$ cat config.mk
export PLATFORM = sky130hd
export DESIGN_NAME = collision_scheduler
export DESIGN_NICKNAME = d
export VERILOG_FILES = /design/src/rtl/collision_pkg.sv /design/src/rtl/sat_add.sv /design/src/rtl/collision_scheduler.sv
export SDC_FILE = /design/constraint.sdc
export NUM_CORES = 1
export LEC_CHECK = 0
export CORE_UTILIZATION = 40
export CTS_BUF_LIST = sky130_fd_sc_hd__clkbuf_16
export DETAILED_ROUTE_END_ITERATION = 12
export GPL_TIMING_DRIVEN = 1
export PLACE_DENSITY = 0.78
export SETUP_SLACK_MARGIN = 0.5
export SYNTH_ARGS = -nofsm -noshare
export SYNTH_HDL_FRONTEND = slang
export SYNTH_SLANG_ARGS = --single-unit
$ cat constraint.sdc
create_clock -name clk_in -period 5 [get_ports clk_in]
set_clock_uncertainty 0.05 [all_clocks]
set_input_delay 1 -clock clk_in [delete_from_list [all_inputs] [get_ports clk_in]]
set_output_delay 1 -clock clk_in [all_outputs]
set_load 0.01 [all_outputs]
$ cat src/rtl/collision_pkg.sv
// Shared types for the collision scheduler: FSM states, the working point
// record and the saturation limits used by the acceleration accumulators.
package collision_pkg;

   // Default datapath widths; the point record is laid out with these.
   localparam int POS_W = 15;
   localparam int VEL_W = 10;
   localparam int FRC_W = 8;

   typedef enum logic [2:0] {
      S_IDLE,
      S_FETCH,
      S_LOAD,
      S_ISSUE,
      S_WAIT,
      S_WRITE,
      S_DONE
   } state_t;

   // Working copy of one body point while its obstacle checks run.
   typedef struct packed {
      logic signed [POS_W-1:0] x;
      logic signed [POS_W-1:0] y;
      logic signed [POS_W-1:0] dx;
      logic signed [POS_W-1:0] dy;
      logic signed [VEL_W-1:0] vx;
      logic signed [VEL_W-1:0] vy;
   } pt_rec_t;

   // Largest positive value of a w-bit two's complement number.
   function automatic int sat_hi(input int w);
      return (1 << (w - 1)) - 1;
   endfunction

   // Most negative value of a w-bit two's complement number.
   function automatic int sat_lo(input int w);
      return -(1 << (w - 1));
   endfunction

endpackage

$ cat src/rtl/sat_add.sv
// Signed saturating adder: a + b clamped to the W-bit signed range.
module sat_add
   import collision_pkg::*;
#(
   parameter int W = 8
) (
   input  logic signed [W-1:0] a,
   input  logic signed [W-1:0] b,
   output logic signed [W-1:0] y
);

   localparam logic signed [W-1:0] HI = W'(sat_hi(W));
   localparam logic signed [W-1:0] LO = W'(sat_lo(W));

   logic signed [W:0] sum;

   // Add one bit wider so the true sum never wraps; disagreeing top bits
   // mean the result left the W-bit range and the sign of the wide sum
   // picks which rail to clamp to.
   always_comb begin
      sum = {a[W-1], a} + {b[W-1], b};
      y   = sum[W-1:0];
      if (sum[W] != sum[W-1])
         y = sum[W] ? LO : HI;
   end

endmodule

$ cat src/rtl/collision_scheduler.sv
// Frame sequencer for the shared do_collision datapath: for each body point
// it fetches the record, chains one check per obstacle, accumulates
// acceleration and the hit flag, then writes the record back.
// Optional feature macro: COLLISION_TIMEOUT_EN (per-check WAIT timeout that
// sets the sticky error_out flag).
module collision_scheduler
   import collision_pkg::*;
#(
   parameter int POSITION_SIZE  = POS_W,
   parameter int VELOCITY_SIZE  = VEL_W,
   parameter int FORCE_SIZE     = FRC_W,
   parameter int NUM_POINTS     = 8,
   parameter int NUM_OBSTACLES  = 2,
   parameter int TIMEOUT_CYCLES = 255,
   localparam int PA_W = (NUM_POINTS    > 1) ? $clog2(NUM_POINTS)    : 1,
   localparam int OA_W = (NUM_OBSTACLES > 1) ? $clog2(NUM_OBSTACLES) : 1
) (
   input  logic                            clk_in,
   input  logic                            rst_in,
   input  logic                            begin_in,
   output logic                            busy_out,
   output logic                            done_out,
   // point store read port
   output logic [PA_W-1:0]                 pt_addr_out,
   input  logic signed [POSITION_SIZE-1:0] pt_x_in,
   input  logic signed [POSITION_SIZE-1:0] pt_y_in,
   input  logic signed [POSITION_SIZE-1:0] pt_dx_in,
   input  logic signed [POSITION_SIZE-1:0] pt_dy_in,
   input  logic signed [VELOCITY_SIZE-1:0] pt_vx_in,
   input  logic signed [VELOCITY_SIZE-1:0] pt_vy_in,
   // do_collision request
   output logic [OA_W-1:0]                 obs_idx_out,
   output logic                            col_begin_out,
   output logic signed [POSITION_SIZE-1:0] col_x_out,
   output logic signed [POSITION_SIZE-1:0] col_y_out,
   output logic signed [POSITION_SIZE-1:0] col_dx_out,
   output logic signed [POSITION_SIZE-1:0] col_dy_out,
   output logic signed [VELOCITY_SIZE-1:0] col_vx_out,
   output logic signed [VELOCITY_SIZE-1:0] col_vy_out,
   // do_collision result
   input  logic                            col_result_in,
   input  logic signed [POSITION_SIZE-1:0] col_x_in,
   input  logic signed [POSITION_SIZE-1:0] col_y_in,
   input  logic signed [VELOCITY_SIZE-1:0] col_vx_in,
   input  logic signed [VELOCITY_SIZE-1:0] col_vy_in,
   input  logic signed [FORCE_SIZE-1:0]    col_ax_in,
   input  logic signed [FORCE_SIZE-1:0]    col_ay_in,
   input  logic                            col_hit_in,
   // point store write port
   output logic                            wr_en_out,
   output logic [PA_W-1:0]                 wr_addr_out,
   output logic signed [POSITION_SIZE-1:0] wr_x_out,
   output logic signed [POSITION_SIZE-1:0] wr_y_out,
   output logic signed [VELOCITY_SIZE-1:0] wr_vx_out,
   output logic signed [VELOCITY_SIZE-1:0] wr_vy_out,
   output logic signed [FORCE_SIZE-1:0]    wr_ax_out,
   output logic signed [FORCE_SIZE-1:0]    wr_ay_out,
   output logic                            wr_hit_out,
   output logic                            error_out
);

   state_t                  state, state_nx;
   logic [PA_W-1:0]         p;
   logic [OA_W-1:0]         o;
   pt_rec_t                 w;
   logic signed [FORCE_SIZE-1:0] acc_x, acc_y;
   logic signed [FORCE_SIZE-1:0] acc_x_sum, acc_y_sum;
   logic                    hit;
   logic                    timeout_hit;
   logic                    chk_done;
   logic                    last_pt, last_obs;

   assign last_pt  = (p == PA_W'(NUM_POINTS - 1));
   assign last_obs = (o == OA_W'(NUM_OBSTACLES - 1));
   // A check finishes on a real result or, when enabled, on timeout.
   assign chk_done = col_result_in || timeout_hit;

   sat_add #(.W(FORCE_SIZE)) u_sat_x (.a(acc_x), .b(col_ax_in), .y(acc_x_sum));
   sat_add #(.W(FORCE_SIZE)) u_sat_y (.a(acc_y), .b(col_ay_in), .y(acc_y_sum));

   // State register.
   always_ff @(posedge clk_in or posedge rst_in) begin
      if (rst_in) state <= S_IDLE;
      else        state <= state_nx;
   end

   // Next-state and per-state strobes.
   always_comb begin
      state_nx      = state;
      busy_out      = 1'b1;
      col_begin_out = 1'b0;
      wr_en_out     = 1'b0;
      done_out      = 1'b0;
      case (state)
         S_IDLE: begin
            busy_out = 1'b0;
            if (begin_in) state_nx = S_FETCH;
         end
         S_FETCH: state_nx = S_LOAD;
         S_LOAD:  state_nx = S_ISSUE;
         S_ISSUE: begin
            col_begin_out = 1'b1;
            state_nx      = S_WAIT;
         end
         S_WAIT: begin
            if (chk_done) state_nx = last_obs ? S_WRITE : S_ISSUE;
         end
         S_WRITE: begin
            wr_en_out = 1'b1;
            state_nx  = last_pt ? S_DONE : S_FETCH;
         end
         S_DONE: begin
            done_out = 1'b1;
            state_nx = S_IDLE;
         end
         default: state_nx = S_IDLE;
      endcase
   end

   // Indices, working record and accumulators. Working values only change
   // at the edge that ends WAIT, so the request stays stable meanwhile.
   always_ff @(posedge clk_in or posedge rst_in) begin
      if (rst_in) begin
         p     <= '0;
         o     <= '0;
         w     <= '0;
         acc_x <= '0;
         acc_y <= '0;
         hit   <= 1'b0;
      end else begin
         case (state)
            S_IDLE: if (begin_in) p <= '0;
            S_LOAD: begin
               w.x   <= pt_x_in;
               w.y   <= pt_y_in;
               w.dx  <= pt_dx_in;
               w.dy  <= pt_dy_in;
               w.vx  <= pt_vx_in;
               w.vy  <= pt_vy_in;
               acc_x <= '0;
               acc_y <= '0;
               hit   <= 1'b0;
               o     <= '0;
            end
            S_WAIT: begin
               if (col_result_in) begin
                  w.x   <= col_x_in;
                  w.y   <= col_y_in;
                  w.vx  <= col_vx_in;
                  w.vy  <= col_vy_in;
                  acc_x <= acc_x_sum;
                  acc_y <= acc_y_sum;
                  hit   <= hit | col_hit_in;
               end
               if (chk_done && !last_obs) o <= o + 1'b1;
            end
            S_WRITE: if (!last_pt) p <= p + 1'b1;
            default: ;
         endcase
      end
   end

`ifdef COLLISION_TIMEOUT_EN
   localparam int TW = $clog2(TIMEOUT_CYCLES + 1);

   logic [TW-1:0] wait_cnt;
   logic          error_q;

   // Abort on the last allowed WAIT cycle if no result showed up.
   assign timeout_hit = (state == S_WAIT) && !col_result_in &&
                        (wait_cnt == TW'(TIMEOUT_CYCLES - 1));
   assign error_out   = error_q;

   // WAIT cycle counter and sticky error, cleared when a frame is accepted.
   always_ff @(posedge clk_in or posedge rst_in) begin
      if (rst_in) begin
         wait_cnt <= '0;
         error_q  <= 1'b0;
      end else begin
         if (state == S_ISSUE)     wait_cnt <= '0;
         else if (state == S_WAIT) wait_cnt <= wait_cnt + 1'b1;
         if (state == S_IDLE && begin_in) error_q <= 1'b0;
         else if (timeout_hit)            error_q <= 1'b1;
      end
   end
`else
   logic unused_timeout;
   assign unused_timeout = (TIMEOUT_CYCLES != 0);
   assign timeout_hit    = 1'b0;
   assign error_out      = 1'b0;
`endif

   assign pt_addr_out = p;
   assign obs_idx_out = o;
   assign col_x_out   = w.x;
   assign col_y_out   = w.y;
   assign col_dx_out  = w.dx;
   assign col_dy_out  = w.dy;
   assign col_vx_out  = w.vx;
   assign col_vy_out  = w.vy;
   assign wr_addr_out = p;
   assign wr_x_out    = w.x;
   assign wr_y_out    = w.y;
   assign wr_vx_out   = w.vx;
   assign wr_vy_out   = w.vy;
   assign wr_ax_out   = acc_x;
   assign wr_ay_out   = acc_y;
   assign wr_hit_out  = hit;

endmodule

# Word-level counts from Yosys, hierarchy flattened
# Index checks and enable logic that the tools add are counted.
dict set report word_totals {
  regBits 104
  out_inout_bits 159
  word_cells 67
}
dict set report classes {
  n_addsub 4
  eq_ne 13
  n_mux 28
  bitwise 1
  n_reduce_logical 9
}
# operator count
set ops {}
lappend ops {{$pmux 30 s2} 1}
lappend ops {{$mux 8} 6}
lappend ops {{$pmux 20 s2} 1}
lappend ops {{$pmux 8 s2} 2}
lappend ops {{$mux 30} 1}
lappend ops {{$mux 20} 1}
lappend ops {{$add 8x8->9} 2}
lappend ops {{$mux 3} 6}
lappend ops {{$pmux 3 s6} 1}
lappend ops {{$eq 3x3->1 const B} 4}
lappend ops {{$ne 2x2->1 const B} 4}
lappend ops {{$eq 3x2->1 const B} 2}
lappend ops {{$mux 1} 6}
lappend ops {{$pmux 3 s2} 1}
lappend ops {{$reduce_and 2->1} 3}
lappend ops {{$pmux 1 s2} 2}
lappend ops {{$reduce_bool 2->1} 2}
lappend ops {{$add 3x1->3 const B} 1}
lappend ops {{$eq 3x1->1 const B} 1}
lappend ops {{$logic_not 3->1} 1}
lappend ops {{$reduce_and 3->1} 1}
lappend ops {{$ne 1x1->1} 2}
lappend ops {{$add 1x1->1 const B} 1}
lappend ops {{$logic_and 1x1->1} 1}
lappend ops {{2 further kinds} 2}

# Logic depth before layout (Yosys ltp)
# Gate-level depths: netlist of the first run.
dict set report depth {
  depth_word 5
  ltp_mapped 8
}

# Modules after synthesis
# A second synthesis of the first run with hierarchy kept.
dict set report unflattened {
  hier_cells 581
  hier_area_um2 6404.9
}
# mod n_inst cells_each area_per_inst_um2 seq_area_each_um2
set modules_own_cells {}
lappend modules_own_cells {collision_scheduler 1 396 5077.4 2602.5}
lappend modules_own_cells {{sat_add (u_sat_y)} 1 91 691.9 0.0}
lappend modules_own_cells {{sat_add (u_sat_x)} 1 94 635.6 0.0}

# Worst setup path after synthesis of the first run
# Ideal clock, no wire load.
dict set report synth_timing {
  path_kind {in2reg}
  start {input port col_ax_in[0]}
  end {register acc_x[4], in the netlist wr_ax_out[4]}
  setup_time_ns 0.125
  arrival_ns 2.623
  required_ns 4.825
  path_slack_ns 2.202
  stages 8
  n_path_buf 1
  path_cell_list {ha_1 > fa_1 > a211o_1 > o2111ai_1 > nand3_1 > buf_2 > a32oi_1 > nand2_1}
}
dict set report synth_via {
  elab_chain_len 5
  elab_cells_between_ends 6
}
# item line_no
set synth_rtl {}
lappend synth_rtl {{start: declaration} collision_scheduler.sv:46} ;# input logic signed [FORCE_SIZE-1:0] col_ax_in,
lappend synth_rtl {{$add 8x8->9 *} sat_add.sv:21} ;# sum = {a[W-1], a} + {b[W-1], b};
lappend synth_rtl {{$mux 8 or $ne 1x1->1 (tied branches)} {sat_add.sv:24, sat_add.sv:23}}
lappend synth_rtl {{$mux 8 *} sat_add.sv:23} ;# if (sum[W] != sum[W-1])
lappend synth_rtl {{$mux 8 *} collision_scheduler.sv:146} ;# if (col_result_in) begin
lappend synth_rtl {{$pmux 8 s2 *} collision_scheduler.sv:131} ;# case (state)
lappend synth_rtl {{end signal: assignment} collision_scheduler.sv:151} ;# acc_x <= acc_x_sum;
lappend synth_rtl {{end: declaration} collision_scheduler.sv:66} ;# logic signed [FORCE_SIZE-1:0] acc_x, acc_y;
# Mark *: on every way between the ends. The rest lies on a longest branch, timed or not. The select of a mux whose other input is x is not followed.
# A chain may end at the register's enable or synchronous reset.

# Worst setup path after layout of the first run
dict set report layout_timing {
  start {input port col_ax_in[0]}
  end {register acc_x[0], in the netlist wr_ax_out[0]}
}
# The elaborated chain is that of the path after synthesis.

==> flow_metrics.tcl, run 1 <==
set metrics [dict create \
    cp.arrival_ns 3.35 \
    cts_tree "built" \
    peakVddDrop_mv 0.326 \
    synth_ff_type "dfrtp_1" \
    grt_max_degree 80 \
    worstReg2RegStart "state[1]" \
    clk_pin_slew_ns 0.07 \
    cp-start-kind "input port" \
    worstPathRequired_ns 5.17 \
    worst_slew_margin_rel_pct 37.2 \
    gp_congestion 0.925 \
    crit_start "col_ax_in[0]" \
    fmax_ghz 0.315 \
    fin_crit_ns 3.17 \
    p_leak_nw 3.73 \
    maxCapViolations 0 \
    cts-hold-fix-buffers 0 \
    initial_core_util_pct 41.3 \
    grt_pass1_vias 5110 \
    drtAntennaViolNets 0 \
    io_buffers 308 \
    yosysWarnings 0 \
    finalCritPeriodShare_pct 63.5 \
    fin_setup_tns_ns 0 \
    grt_use_total_pct 22.5 \
    drc 0 \
    yosys.area.top_type "dfrtp_1" \
    setup_viol 0 \
    syn_area_sq_mm 0.00576 \
    min-delay-start "wr_hit_out" \
    postCtsSetupBuffers 0 \
    drt-total-wl_mm 16.9 \
    endpoint_kind "register" \
    rows 43 \
    cts_resized 0 \
    slew_viol_final 0 \
    syn_nets 751 \
    final_cell_mix "clkdlybuf4s50_1 (308), dfrtp_1 (104), nand2_1 (100)" \
    final_layout_size_suffix_gt1_share_pct 7.41 \
    io_pins 310 \
    ys_top_cells_by_area "dfrtp_1 (45%), buf_4 (7.7%), nand2_1 (6.5%), mux2_2 (5.9%), mux2i_1 (4.7%)" \
    grt_setup_unrepaired "no" \
    synth-seq-area-share_pct 45.2 \
    vias 5222 \
    wl_per_cell_um 16.9 \
    die_w_um 122 \
    first_pass_iters 5 \
    powerDensity_mw_per_mm2 634 \
    cts_buffer_depth 2 \
    syn-mean-instance-area_sq_um 9.92 \
    die_h_um 122 \
    crit_type "in2reg" \
    grt_first_pass_wirelength_mm 25.8 \
    worst_slew_pin_slew_ns 0.941 \
    power_mw 5.64 \
    via_per_inst 5.21 \
    yosysUniqueCellTypes 49 \
    n_antenna_cell 0 \
    antenna_found_initial 0 \
    layout_commonest_cell "clkdlybuf4s50_1" \
    synth_top_area_share_pct 45.2 \
    cts_inserted_buffers 9 \
    numClockSinks 104 \
    drt_iter0_drc 236 \
    holdCritPathClass "reg2reg" \
    outcome "finished clean" \
    cts-root-buf "clkbuf_16" \
    synthToLayoutAreaGrowth_pct 54.6 \
    synth-async-reset-ratio_pct 100 \
    overflow 0 \
    ys_ff_latch 104 \
    insertion_delay_ns 0.34 \
    syn_inst 580 \
    hold_viol_final 0 \
    fin_nets 989 \
    htreeDepth 3 \
    crit_fanout 13 \
    core_sq_mm 0.0139 \
    synth-edff-count 0 \
    dieArea_sq_mm 0.0149 \
    hpwl_mm 13.0 \
]
[synth_stat cells, drive strengths merged, types with 2 or more instances]
cell,instances
nor3b,5
mux2,30
o2111ai,4
nor2,16
fa,2
ha,18
dfrtp,104
or3b,2
a31oi,4
a21o,5
a21oi,7
nand2b,10
o211ai,2
a211o,2
or4,2
and3,2
buf,77
nand3,5
nor3,2
nor2b,5
inv,4
xnor2,4
a211oi,6
or3,3
mux2i,27
o21ai,69
nand4,4
a22oi,34
and3b,3
nand2,100
a221oi,2
clkbuf,10
a32oi,2
o311ai,2
[where the power goes]
part | total, mW | internal [mW] | switching [mW]
logic | 3.22 | 1.73 | 1.49
clock network | 0.818 | 0.495 | 0.323
registers | 1.60 | 1.25 | 0.354
[layer usage]
metal	global-route usage, %	wire, um	up-vias
met1	27.1	6730	2498
li1	-	-	2471
met3	4.17	1170	29
met4	8.72	394	0
met5	0	0	-
met2	39.6	8620	224
[final timing paths]
kind                                  end  slack [ns]  cells after the start
setup / recovery             wr_ax_out[0]        1.83                      8
hold / removal                 wr_hit_out        0.45                      2
setup reg to reg            col_dx_out[9]        2.35                      5
hold reg to reg                wr_hit_out        0.45                      2
max in group asynchronous   col_vy_out[0]        2.79                      3
min in group asynchronous  col_dy_out[13]        1.18                      2
[state kept, by name (all words and copies together), names as in the netlist, 3 cells and up]
name / cells
col_vy_out: 10
pt_addr_out: 3
col_dx_out: 15
col_y_out: 15
col_vx_out: 10
state: 3
col_x_out: 15
wr_ay_out: 8
col_dy_out: 15
wr_ax_out: 8
[cell families after synthesis]
kind of cell               count (synthesis)  share of synthesized area (%)
other                                      1                         0.0652
muxes                                     57                           10.6
AOI/OAI and AO/OA                        143                           15.7
buffers and inverters                     91                           10.5
xor gates and xnor gates                   4                          0.609
adders and majority gates                 20                           4.61
DFF                                      104                           45.2
and+or+nand+nor                          160                           12.7
[layout make-up]
class	count	area, sq um
fillers	1091	5040
repair buffers	314	3130
flip-flops and latches	104	2600
multi-input cells	385	2570
clock buffers	9	225
well taps	180	225
clock inverters	7	129
inverters	4	17.5
[critical path: stages]
cell and delay, ns:
clkdlybuf4s50_1 0.40, ha_1 0.24, fa_1 0.43, a211o_1 0.34, o2111ai_1 0.12, nand3_1 0.38, o21ai_0 0.33, o21ai_1 0.10
[through the flow]
stage	util [%]	area, sq um	setup slack [ns]	hold WS (ns)	instances
after floorplan	-	5760	1.22	0.476	580
after detailed placement	61.3	8540	1.48	0.442	987
after global placement	61.3	8540	1.61	0.425	987
after global routing	63.9	8900	1.71	0.478	1003
final	63.9	8900	1.83	0.448	1003
after CTS	63.9	8900	1.86	0.460	1003
No activity file was read; power rests on OpenSTA's default activity.
==> inputs of run 2 (changes only) <==
==> constraint.sdc (replaced) <==
create_clock -name clk_in -period 3.3 [get_ports clk_in]
set_clock_uncertainty 0.05 [all_clocks]
set_input_delay 0.66 -clock clk_in [delete_from_list [all_inputs] [get_ports clk_in]]
set_output_delay 0.66 -clock clk_in [all_outputs]
set_load 0.01 [all_outputs]
==> flow_metrics.tcl, run 2 (synthesized netlist as in run 1, its figures left out) <==
set metrics [dict create \
    outcome "finished clean" \
    core_sq_mm 0.0139 \
    final_cell_mix "clkdlybuf4s50_1 (308), dfrtp_1 (104), nand2_1 (100)" \
    cp.arrival_ns 2.86 \
    first_pass_iters 5 \
    dp_cells 986 \
    place_area_sq_mm 0.00854 \
    setup_slack_ns 0.631 \
    setup_viol 0 \
    drt-total-wl_mm 17.4 \
    wl_met3_mm 1.14 \
    die_w_um 122 \
    fin_setup_tns_ns 0 \
    slowest_delay_ns 0.43 \
    gp_congestion 0.889 \
    cp-start-kind "input port" \
    p_leak_nw 3.72 \
    hold_viol_final 0 \
    power_mw 8.50 \
    fin_hold_ws_ns 0.447 \
    drc 0 \
    maxCapViolations 0 \
    crit_path_cell_trace "clkdlybuf4s50_1 > ha_1 > fa_1 > a211o_1 > o2111ai_1 > nand3_2 > o21ai_0 > o21ai_1" \
    rows 43 \
    holdCritPathClass "reg2reg" \
    grt_pass1_vias 5080 \
    utilization_pct 63.8 \
    final_cells 1004 \
    n_antenna_cell 0 \
    peakVddDrop_mv 0.484 \
    grt_max_degree 58 \
    initial_core_util_pct 41.3 \
    cts_tree "built" \
    io_buffers 308 \
    critPathSlowestCell "fa_1" \
    via_per_inst 5.21 \
    fin_nets 990 \
    cts-hold-fix-buffers 0 \
    cts_inserted_buffers 9 \
    insertion_delay_ns 0.35 \
    antenna_found_initial 0 \
    pre_cts_ws_ns 0.147 \
    final_area_sq_mm 0.00889 \
    layout_commonest_cell "clkdlybuf4s50_1" \
    clk_pin_slew_ns 0.07 \
    cts-root-buf "clkbuf_16" \
    io_pins 310 \
    synthToLayoutAreaGrowth_pct 54.5 \
    powerDensity_mw_per_mm2 956 \
    endpoint_kind "register" \
    worst_slew_margin_rel_pct 41.3 \
    die_h_um 122 \
    vias 5234 \
    grt_use_total_pct 22.8 \
    numClockSinks 104 \
    drtAntennaViolNets 0 \
    drt_iter0_drc 283 \
    worstPathRequired_ns 3.49 \
    grt_first_pass_wirelength_mm 25.9 \
    dr.max_layer_used "met4" \
    crit_fanout 13 \
    worst_slew_pin_slew_ns 0.881 \
    cts_buffer_depth 2 \
    crit_type "in2reg" \
    hpwl_mm 13.2 \
    fin_crit_ns 2.67 \
    drt-met1-wl_mm 6.90 \
    grt_setup_unrepaired "yes" \
    htreeDepth 3 \
    slew_viol_final 0 \
    final_layout_size_suffix_gt1_share_pct 7.65 \
    dieArea_sq_mm 0.0149 \
    dr_wl_met2_mm 8.92 \
    fmax_ghz 0.375 \
    wl_per_cell_um 17.3 \
    finalCritPeriodShare_pct 80.9 \
    overflow 0 \
]
## run 2: cell types whose count changed in the layout (fill, tap and decap cells not counted)
cell        change
clkinvlp_4      +2
nand3_1         -2
nand3_2         +2
bufinv_16       -1
clkinv_1        +1
clkinv_2        -1
inv_4           -1
nor2_2          +1
## run 2: path summary, 6_finish.rpt
path	startpoint	slack, ns	to	depth (start not counted)
hold reg to reg	wr_hit_out	0.45	wr_hit_out	2
setup reg to reg	wr_ax_out[0]	0.94	wr_ax_out[5]	7
setup / recovery	col_ax_in[0]	0.63	wr_ax_out[5]	8
max in group asynchronous	rst_in	1.85	wr_ay_out[2]	3
min in group asynchronous	rst_in	0.82	col_dy_out[14]	3
hold / removal	wr_hit_out	0.45	wr_hit_out	2
## run 2: what timing repair did
action | CTS | global route
endpoints found under the setup margin | 0 | 23
buffers inserted | 0 | 1
gates resized for setup | 0 | 2
## run 2: power by group
group | total [mW] | leakage, nW | internal, mW | switching (mW)
logic | 4.89 | 2.26 | 2.62 | 2.27
registers | 2.42 | 1.30 | 1.89 | 0.532
clock network | 1.18 | 0.156 | 0.673 | 0.506
total | 8.50 | 3.72 | 5.19 | 3.31
## run 2: final cells by class
type	count	area, sq um
timing repair buffer	314	3130
clock inverter	7	105
sequential	104	2600
clock buffer	9	225
inverter	4	18.8
fill	1119	5040
multi-input combinational	386	2590
tap	180	225
## run 2: layer usage
layer | up-vias | track usage (%)
met2 | 234 | 41.1
met3 | 29 | 4.35
met4 | 0 | 9.95
met5 | - | 0
li1 | 2467 | -
met1 | 2504 | 26.1
## run 2: critical path, delay by kind of cell
family          cells  cell delay [ns]
fa+ha+maj           2             0.68
compound gates      4             0.82
buf+inv             1             0.40
simple gates        1             0.28
==> inputs of run 3 (changes only) <==
--- a/config.mk
+++ b/config.mk
@@ -5,11 +5,11 @@
 export SDC_FILE = /design/constraint.sdc
 export NUM_CORES = 1
 export LEC_CHECK = 0
-export CORE_UTILIZATION = 40
+export CORE_UTILIZATION = 36
 export CTS_BUF_LIST = sky130_fd_sc_hd__clkbuf_16
 export DETAILED_ROUTE_END_ITERATION = 12
 export GPL_TIMING_DRIVEN = 1
-export PLACE_DENSITY = 0.78
+export PLACE_DENSITY = 0.74
 export SETUP_SLACK_MARGIN = 0.5
 export SYNTH_ARGS = -nofsm -noshare
 export SYNTH_HDL_FRONTEND = slang
==> constraint.sdc (replaced) <==
create_clock -name clk_in -period 2.3 [get_ports clk_in]
set_clock_uncertainty 0.05 [all_clocks]
set_input_delay 0.46 -clock clk_in [delete_from_list [all_inputs] [get_ports clk_in]]
set_output_delay 0.46 -clock clk_in [all_outputs]
set_load 0.01 [all_outputs]
==> flow_metrics.tcl, run 3 (synthesized netlist as in run 1, its figures left out) <==
set metrics [dict create \
    crit_fanout 7 \
    hpwl_mm 15.0 \
    slowest_delay_ns 0.44 \
    fill_cells 1179 \
    endpoint_kind "register" \
    crit_type "reg2reg" \
    drt-total-wl_mm 22.4 \
    first_pass_iters 4 \
    grt_max_degree 61 \
    critPathBufInv 0 \
    setup_viol 0 \
    cts-hold-fix-buffers 0 \
    numClockSinks 104 \
    p_leak_nw 5.28 \
    maxCapViolations 0 \
    die_w_um 128 \
    grt_setup_unrepaired "yes" \
    finalCritPeriodShare_pct 89.1 \
    seqPwrFrac_pct 23.5 \
    cts_tree "built" \
    critPathSlowestCell "dfrtp_2" \
    io_buffers 308 \
    wl_per_cell_um 19.6 \
    final_cell_mix "clkdlybuf4s50_1 (145), dlygate4sd2_1 (117), dfrtp_1 (92)" \
    initial_core_util_pct 37.3 \
    cts-root-buf "clkbuf_16" \
    cp-start-kind "register" \
    fin_setup_tns_ns 0 \
    worstPathRequired_ns 2.50 \
    antenna_found_initial 0 \
    htreeDepth 3 \
    combinationalPowerShare_pct 66.1 \
    powerDensity_mw_per_mm2 1380 \
    p_sw_mw 6.02 \
    final_layout_size_suffix_gt1_share_pct 28.5 \
    vias 5920 \
    overflow 0 \
    cts_inserted_buffers 9 \
    rows 45 \
    outcome "finished clean" \
    cp.arrival_ns 2.25 \
    hold_viol_final 0 \
    grt_use_total_pct 24.5 \
    io_pins 310 \
    cts_buffer_depth 2 \
    n_antenna_cell 0 \
    via_per_inst 5.18 \
    grt_first_pass_wirelength_mm 30.9 \
    path_delay_family "compound AO/OA/AOI/OAI gates" \
    die_h_um 128 \
    swShare_pct 40.9 \
    p_clk_share_pct 10.4 \
    layout_commonest_cell "clkdlybuf4s50_1" \
    core_sq_mm 0.0154 \
    fin_nets 1098 \
    fmax_ghz 0.488 \
    synthToLayoutAreaGrowth_pct 85.2 \
    internal-power_mw 8.72 \
    fin_crit_ns 2.05 \
    peakVddDrop_mv 0.679 \
    crit_path_cell_trace "ha_4 > fa_2 > a211o_1 > o2111ai_4 > nand3_4 > a32oi_1 > nand2_1" \
    grt_pass1_vias 5804 \
    drtAntennaViolNets 0 \
    gp_congestion 0.893 \
    insertion_delay_ns 0.36 \
    drt_iter0_drc 263 \
    clk_pin_slew_ns 0.08 \
    dieArea_sq_mm 0.0165 \
    holdCritPathClass "reg2reg" \
    fin_hold_ws_ns 0.450 \
    drc 0 \
    slew_viol_final 0 \
]
## run 3: changes by cell type in the layout (fill, tap and decap cells not counted), sizes merged, moves of 3 or more
cell / previous run / this run
buf: 6 / 109
clkbuf: 9 / 17
clkdlybuf4s50: 308 / 145
dlygate4sd2: 0 / 117
dlymetal6s2s: 0 / 43
inv: 4 / 7
## run 3: per-layer routing
layer  vias up  share of wire [%]  GRT usage, %
li1       2714                  -             -
met1      2942                 41          30.6
met2       223                 51          42.7
met3        41                5.0          4.28
met4         0                2.9          8.79
met5         -                  0             0
## run 3: final timing paths
path | endpoint | depth (start not counted) | startpoint | slack, ns
worst max-delay path | wr_ay_out[4] | 7 | wr_ay_out[0] | 0.25
worst min-delay path | wr_hit_out | 2 | wr_hit_out | 0.45
worst max register to register | wr_ay_out[4] | 7 | wr_ay_out[0] | 0.25
worst min register to register | wr_hit_out | 2 | wr_hit_out | 0.45
max in group asynchronous | wr_ax_out[1] | 3 | rst_in | 1.39
min in group asynchronous | state[0] | 3 | rst_in | 0.50
## run 3: cell type report
type	count	area (sq um)	area share (%)
Clock buffer	9	225	2.11
Inverter	4	18.8	0.176
Clock inverter	7	63.8	0.599
Sequential cell	104	2620	24.6
Timing Repair Buffer	422	4320	40.5
Multi-Input combinational cell	386	3150	29.6
Tap cell	211	264	2.48
## run 3: worst register-to-register path, stage by stage (launching register included)
cell and delay [ns]:
dfrtp_2 0.44, ha_4 0.17, fa_2 0.34, a211o_1 0.32
o2111ai_4 0.13, nand3_4 0.20, a32oi_1 0.22, nand2_1 0.07
## run 3: repair_timing
| action | CTS | global route |
|---|---|---|
| pin swaps | 37 | 28 |
| gates resized for setup | 190 | 139 |
| gates cloned | 3 | 12 |
| endpoints found under the setup margin | 187 | 137 |
| setup buffers | 26 | 14 |
## run 3: through the flow
step                setup slack (ns)  area (sq um)  power [mW]  cells  util, %
floorplan                      0.217          5940        7.79    580        -
finish                         0.251         10700        14.7   1143     69.1
detailed placement            -0.404          9230        11.4   1072     59.8
global route                   0.164         10700        15.6   1143     69.1
global placement              -0.336          9230        11.3   1072     59.8
CTS                            0.176          9910        13.3   1117     64.2
## run 3: power by group through the flow
stage / logic [mW] / registers [mW] / clock network (mW)
floorplan: 4.09 / 3.70 / 0
global placement: 7.77 / 3.49 / 0
detailed placement: 7.89 / 3.53 / 0
CTS: 8.34 / 3.45 / 1.55
global route: 10.4 / 3.59 / 1.64
finish: 9.74 / 3.47 / 1.53
==> patch 1 (settings of run 3) <==
The parameter `NUM_OBSTACLES` goes from 2 to 8.
--- a/src/rtl/collision_scheduler.sv
+++ b/src/rtl/collision_scheduler.sv
@@ -12,3 +12,3 @@
    parameter int NUM_POINTS     = 8,
-   parameter int NUM_OBSTACLES  = 2,
+   parameter int NUM_OBSTACLES  = 8,
    parameter int TIMEOUT_CYCLES = 255,
Interface: changed (resized obs_idx_out); port bits go from 310 to 312. The function was not compared with the original's and may differ.
==> patch 1 against run 3 <==
- sequential cell count up 2
- synthesized area up 1.1%
- wire length is 2.7% lower
- total power shrank 15%
- combinational power shrank 22%
- design area shrank 5.4%
- worst setup slack got worse by 0.065 ns
- largest power group unchanged
- highest routed layer unchanged
==> patch 1: results (changes against run 3) <==
Parameter                              Value

Min path
  Kind of path behind the tightest hold check    reg -> reg
  Worst min-delay path startpoint    col_dx_out[9]
  Number of cells on the worst hold path    2 (unchanged)
  Min-Delay Endpoint    col_dx_out[9]

Global route
  Number of global-route vias before repair    6080 (+4.8%)
  Wire length of the first global-routing pass    33.1 mm (+7.1%)
  All-Layer GR Usage    26.0% (+1.5 points)
  Largest net degree at the start of global routing    42 (-31%)

Pwr
  Reported combinational group power    7610 uW (-22%)
  Proportion of power drawn by flip-flops and latches    27.1% (+3.6 points)
  Maximum vdd drop    746 uV (+9.9%)
  Pint    7210 uW (-17%)
  Logic pwr share    60.4% (-5.7 points)
  Leakage power    0.00525 uW (-0.50%)

Critical path
  Crit path DAT    2.30 ns (+0.05 ns)
  Internal reg-to-reg setup slack    0.19 ns (-0.07 ns)
  Critical path fanouts, max    5 (-2)
  Worst setup path start    wr_ax_out[0]
  FF-to-FF path depth    8 (+1)
  Capture point of the worst path    wr_ax_out[2]
  Family of cells with the greatest summed delay on the critical path    compound AO/OA/AOI/OAI gates

Placement
  # placed instances    1139 (+6.3%)
  Post-detail-place hpwl    15.3 mm (+1.9%)
  Port Buf Inserts    310 (+0.65%)
  DP Area    9210 um2 (-0.18%)
  Worst slack after detailed placement    -0.344 ns (+0.0603 ns)
  Routability congestion estimate from global placement    0.909 (+1.8%)

Clock tree
  Post-cts resize count    202 (+6.3%)
  Root buffer selected by CTS    clkbuf_16
  Clock Latency Late Sink    0.35 ns
  Setup bufs post-CTS    29 (+12%)
  Post-CTS clock slew at the launch and capture registers of the worst setup and hold paths    0.08 ns (about the same)
  CTS Buf Count    9 (unchanged)
  Buffers from clock root to sink, at most    2 (unchanged)

Synthesis
  Count of synthesis-stage warnings from yosys    0 (unchanged)
  Adder-cell share of the synthesized area    4.99% (+0.38 points)
  Xor and xnor area share after synthesis    0.602% (-0.0065 points)
  Portion of netlist area occupied by mux cells    0.172% (-10 points)
  Area contributors post-synth    dfrtp_1, nand2_1, buf_4
  Proportion of synthesized flip-flops having asynchronous set or reset    100% (unchanged)
  Complex-gate fraction of the synthesized area    15.6% (-0.15 points)
  Avg Cell Area, Syn    8.90 um2 (-10%)
  Synth cell count leaders    nand2_1, dfrtp_1, buf_4
  Net count after synthesis    827 (+10%)
  Most area-hungry cell type in the Yosys netlist    dfrtp_1
  Synth unique cells    52 (+6.1%)
  Part of the Yosys area used for sequential elements    45.6% (+0.37 points)

STA
  Slew headroom    62.9%
  Final sum of negative setup slack    0 ns (unchanged)
  Peak Freq    0.473 GHz (-3.1%)
  Worst hold slack across all endpoints    0.425 ns (-0.0254 ns)

Cells and area
  Share of cells above drive strength 1    18.6% (-10 points)
  Ant diodes    0 (unchanged)

Route
  Number of vias after detailed routing    5975 (+0.93%)
  Initial DRC count    303 (+15%)
  Total wirelength of the detailed-routed design    21.8 mm (-2.7%)
  Wire length per cell after detailed routing    18.2 um (-7.0%)

Outcome
  Result of the run    finished clean
==> patch 1: metal layers <==
metal | part of all wire [%] | GRT usage (%) | wire length (um) | up-vias
met1 | 39 | 30.6 | 8540 | 2855
met4 | 2.0 | 7.20 | 443 | 0
met3 | 8.0 | 7.72 | 1740 | 24
met2 | 51 | 45.9 | 11000 | 242
met5 | 0 | 0 | 0 | -
li1 | - | - | - | 2854
==> patch 1: cell type report <==
cell class | count | area [um2]
clock buffer | 9 | 225
clock inverter | 7 | 81.3
fill | 1357 | 5750
inverter | 7 | 30.0
multi-input combinational | 458 | 3020
sequential | 106 | 2670
tap | 216 | 270
timing repair buffer | 393 | 3790
==> patch 1: worst register-to-register path, cell delays in order, from the launching register on <==
cell	delay (ns)
dfrtp_2	0.45
ha_4	0.18
fa_2	0.36
a211oi_4	0.32
nor3_4	0.08
a2bb2oi_2	0.17
buf_4	0.15
a32oi_1	0.16
nand3_1	0.09
==> patch 2 (flow settings as in run 3) <==
Without the edit above. Re-encode `state_t` (7 states) as one-hot, 7 bits wide.
--- a/src/rtl/collision_pkg.sv
+++ b/src/rtl/collision_pkg.sv
@@ -9,10 +9,10 @@
 
-   typedef enum logic [2:0] {
-      S_IDLE,
-      S_FETCH,
-      S_LOAD,
-      S_ISSUE,
-      S_WAIT,
-      S_WRITE,
-      S_DONE
+   typedef enum logic [6:0] {
+      S_IDLE  = 7'b0000001,
+      S_FETCH = 7'b0000010,
+      S_LOAD  = 7'b0000100,
+      S_ISSUE = 7'b0001000,
+      S_WAIT  = 7'b0010000,
+      S_WRITE = 7'b0100000,
+      S_DONE  = 7'b1000000
    } state_t;
Formal check against the unedited RTL: same outputs for any inputs over 10 cycles, from zero or initial values and one cycle with rst_in high; not proved beyond that.
==> patch 2 against run 3 <==
- the flow now finishes with violations (negative setup slack)
- synthesized area is 3.8% lower
- sequential share of layout area is 2.5 points higher
- sequential cell count is 4 higher
- first-iteration DRC count is 54% higher
- wire length is 9.6% lower
- hold slack worse by 0.031 ns
- design area is 6.1% lower
- via count is 9.8% lower
- worst setup slack worse by 0.33 ns
- critical endpoint is now wr_ax_out[5]
- largest cell class unchanged
- highest routed layer unchanged
Power is not compared: it rests on default switching activity, and its combinational part moved more than twofold at a synthesized area within 25%.
==> patch 2: results (changes against run 3) <==
Parameter                              Value

Cells and area
  Clock-cell share of area    2.69% (-0.024 points)
  Layout buffer count excluding clock buffers    404 (-4.3%)
  Growth of design area from synthesis to finish    80.9%
  Ant diodes    1 (+1)
  Total number of nets in the final design    1006 (-8.4%)
  Non-clock inverter instance count of the final layout    56 (+52)
  Sequential standard cell area    2710 um2 (+3.6%)
  Fraction of standard cell area in multi-input logic    24.9% (-4.7 points)

Critical path
  Critical path fanouts, max    8 (+1)
  Crit path DAT    2.55 ns (+0.30 ns)
  FF-to-FF path depth    9 (+2)
  Worst setup path start    wr_ax_out[5]

Outcome
  Failing checks    negative setup slack
  Result of the run    finished with violations

STA
  Fin worst setup slack    -0.0798 ns (-0.331 ns)
  # setup viols final    12 (+12)

Route
  Detail-routed via count per cell    5.21 (+0.55%)
  Total wirelength of the detailed-routed design    20.2 mm (-9.6%)
  Initial DRC count    406 (+54%)
  First drt pass iteration count    6 (+2)

Global route
  All-Layer GR Usage    25.7% (+1.1 points)
  Number of antenna violations at the first check in global routing    1 (+1)
  Largest net degree at the start of global routing    32 (-48%)
  Number of global-route vias before repair    5729 (-1.3%)
  Wire length of the first global-routing pass    30.8 mm (-0.29%)

Synthesis
  Synth cell count leaders    dfrtp_1, inv_1, buf_4
  Post-Synthesis Cell Area    5530 um2 (-3.8%)
  Synth unique cells    42 (-14%)
  Net count after synthesis    669 (-11%)
  Area contributors post-synth    dfrtp_1, a222oi_1, buf_4

Placement
  Post-detail-place hpwl    14.0 mm (-6.7%)
  Routability congestion estimate from global placement    0.843 (-5.6%)

Min path
  Kind of path behind the tightest hold check    in -> reg
  Worst min-delay path startpoint    col_result_in
  Number of cells on the worst hold path    4 (+2)
patch 2: changes by cell type in the layout (fill, tap and decap cells not counted), moves of 15 or more:
cell,delta
mux2i_1,-24
nand2_1,-68
a222oi_1,+47
a22oi_1,-15
inv_1,+52
a22oi_2,-18
o21ai_1,-28
patch 2: kinds of logic after synthesis:
| logic type | after synthesis | share of synthesized area, % |
|---|---|---|
| buf+inv | 134 | 12.9 |
| fa+ha+maj | 33 | 7.14 |
| flops | 108 | 48.9 |
| simple gates | 69 | 6.47 |
| mux | 34 | 6.85 |
| compound gates | 108 | 16.0 |
| other cells | 1 | 0.0678 |
| xor+xnor | 11 | 1.74 |
patch 2: final timing paths:
path | slack, ns | end
max | -0.08 | wr_ax_out[5]
min | 0.42 | state[4]
max reg2reg | -0.08 | wr_ax_out[5]
min reg2reg | 0.44 | state[3]
max in group asynchronous | 1.13 | col_dx_out[7]
min in group asynchronous | 0.45 | col_dy_out[3]
patch 2: stage by stage:
stage	setup WS (ns)	hold slack [ns]	instances	util [%]
detailed placement	-0.636	0.439	971	61.1
floorplan	-0.00523	0.447	498	-
global route	-0.168	0.476	1025	67.9
global placement	-0.562	0.438	971	61.1
CTS	-0.0891	0.448	1020	66.0
finish	-0.0798	0.420	1025	67.9
patch 2: tightest hold or removal path, stage by stage:
cell            delay [ns]
dlymetal6s2s_1        0.10
nor3_1                0.05
a21oi_1               0.12
nor3_1                0.06
patch 2: metal layers:
metal / routed length, um / share of wire, % / vias to the layer above / global-route usage [%]
met4: 669 / 3.3 / 0 / 11.6
li1: - / - / 2421 / -
met1: 7460 / 37 / 2622 / 27.9
met5: 0 / 0 / - / 0
met2: 10900 / 54 / 256 / 48.2
met3: 1250 / 6.2 / 39 / 4.67
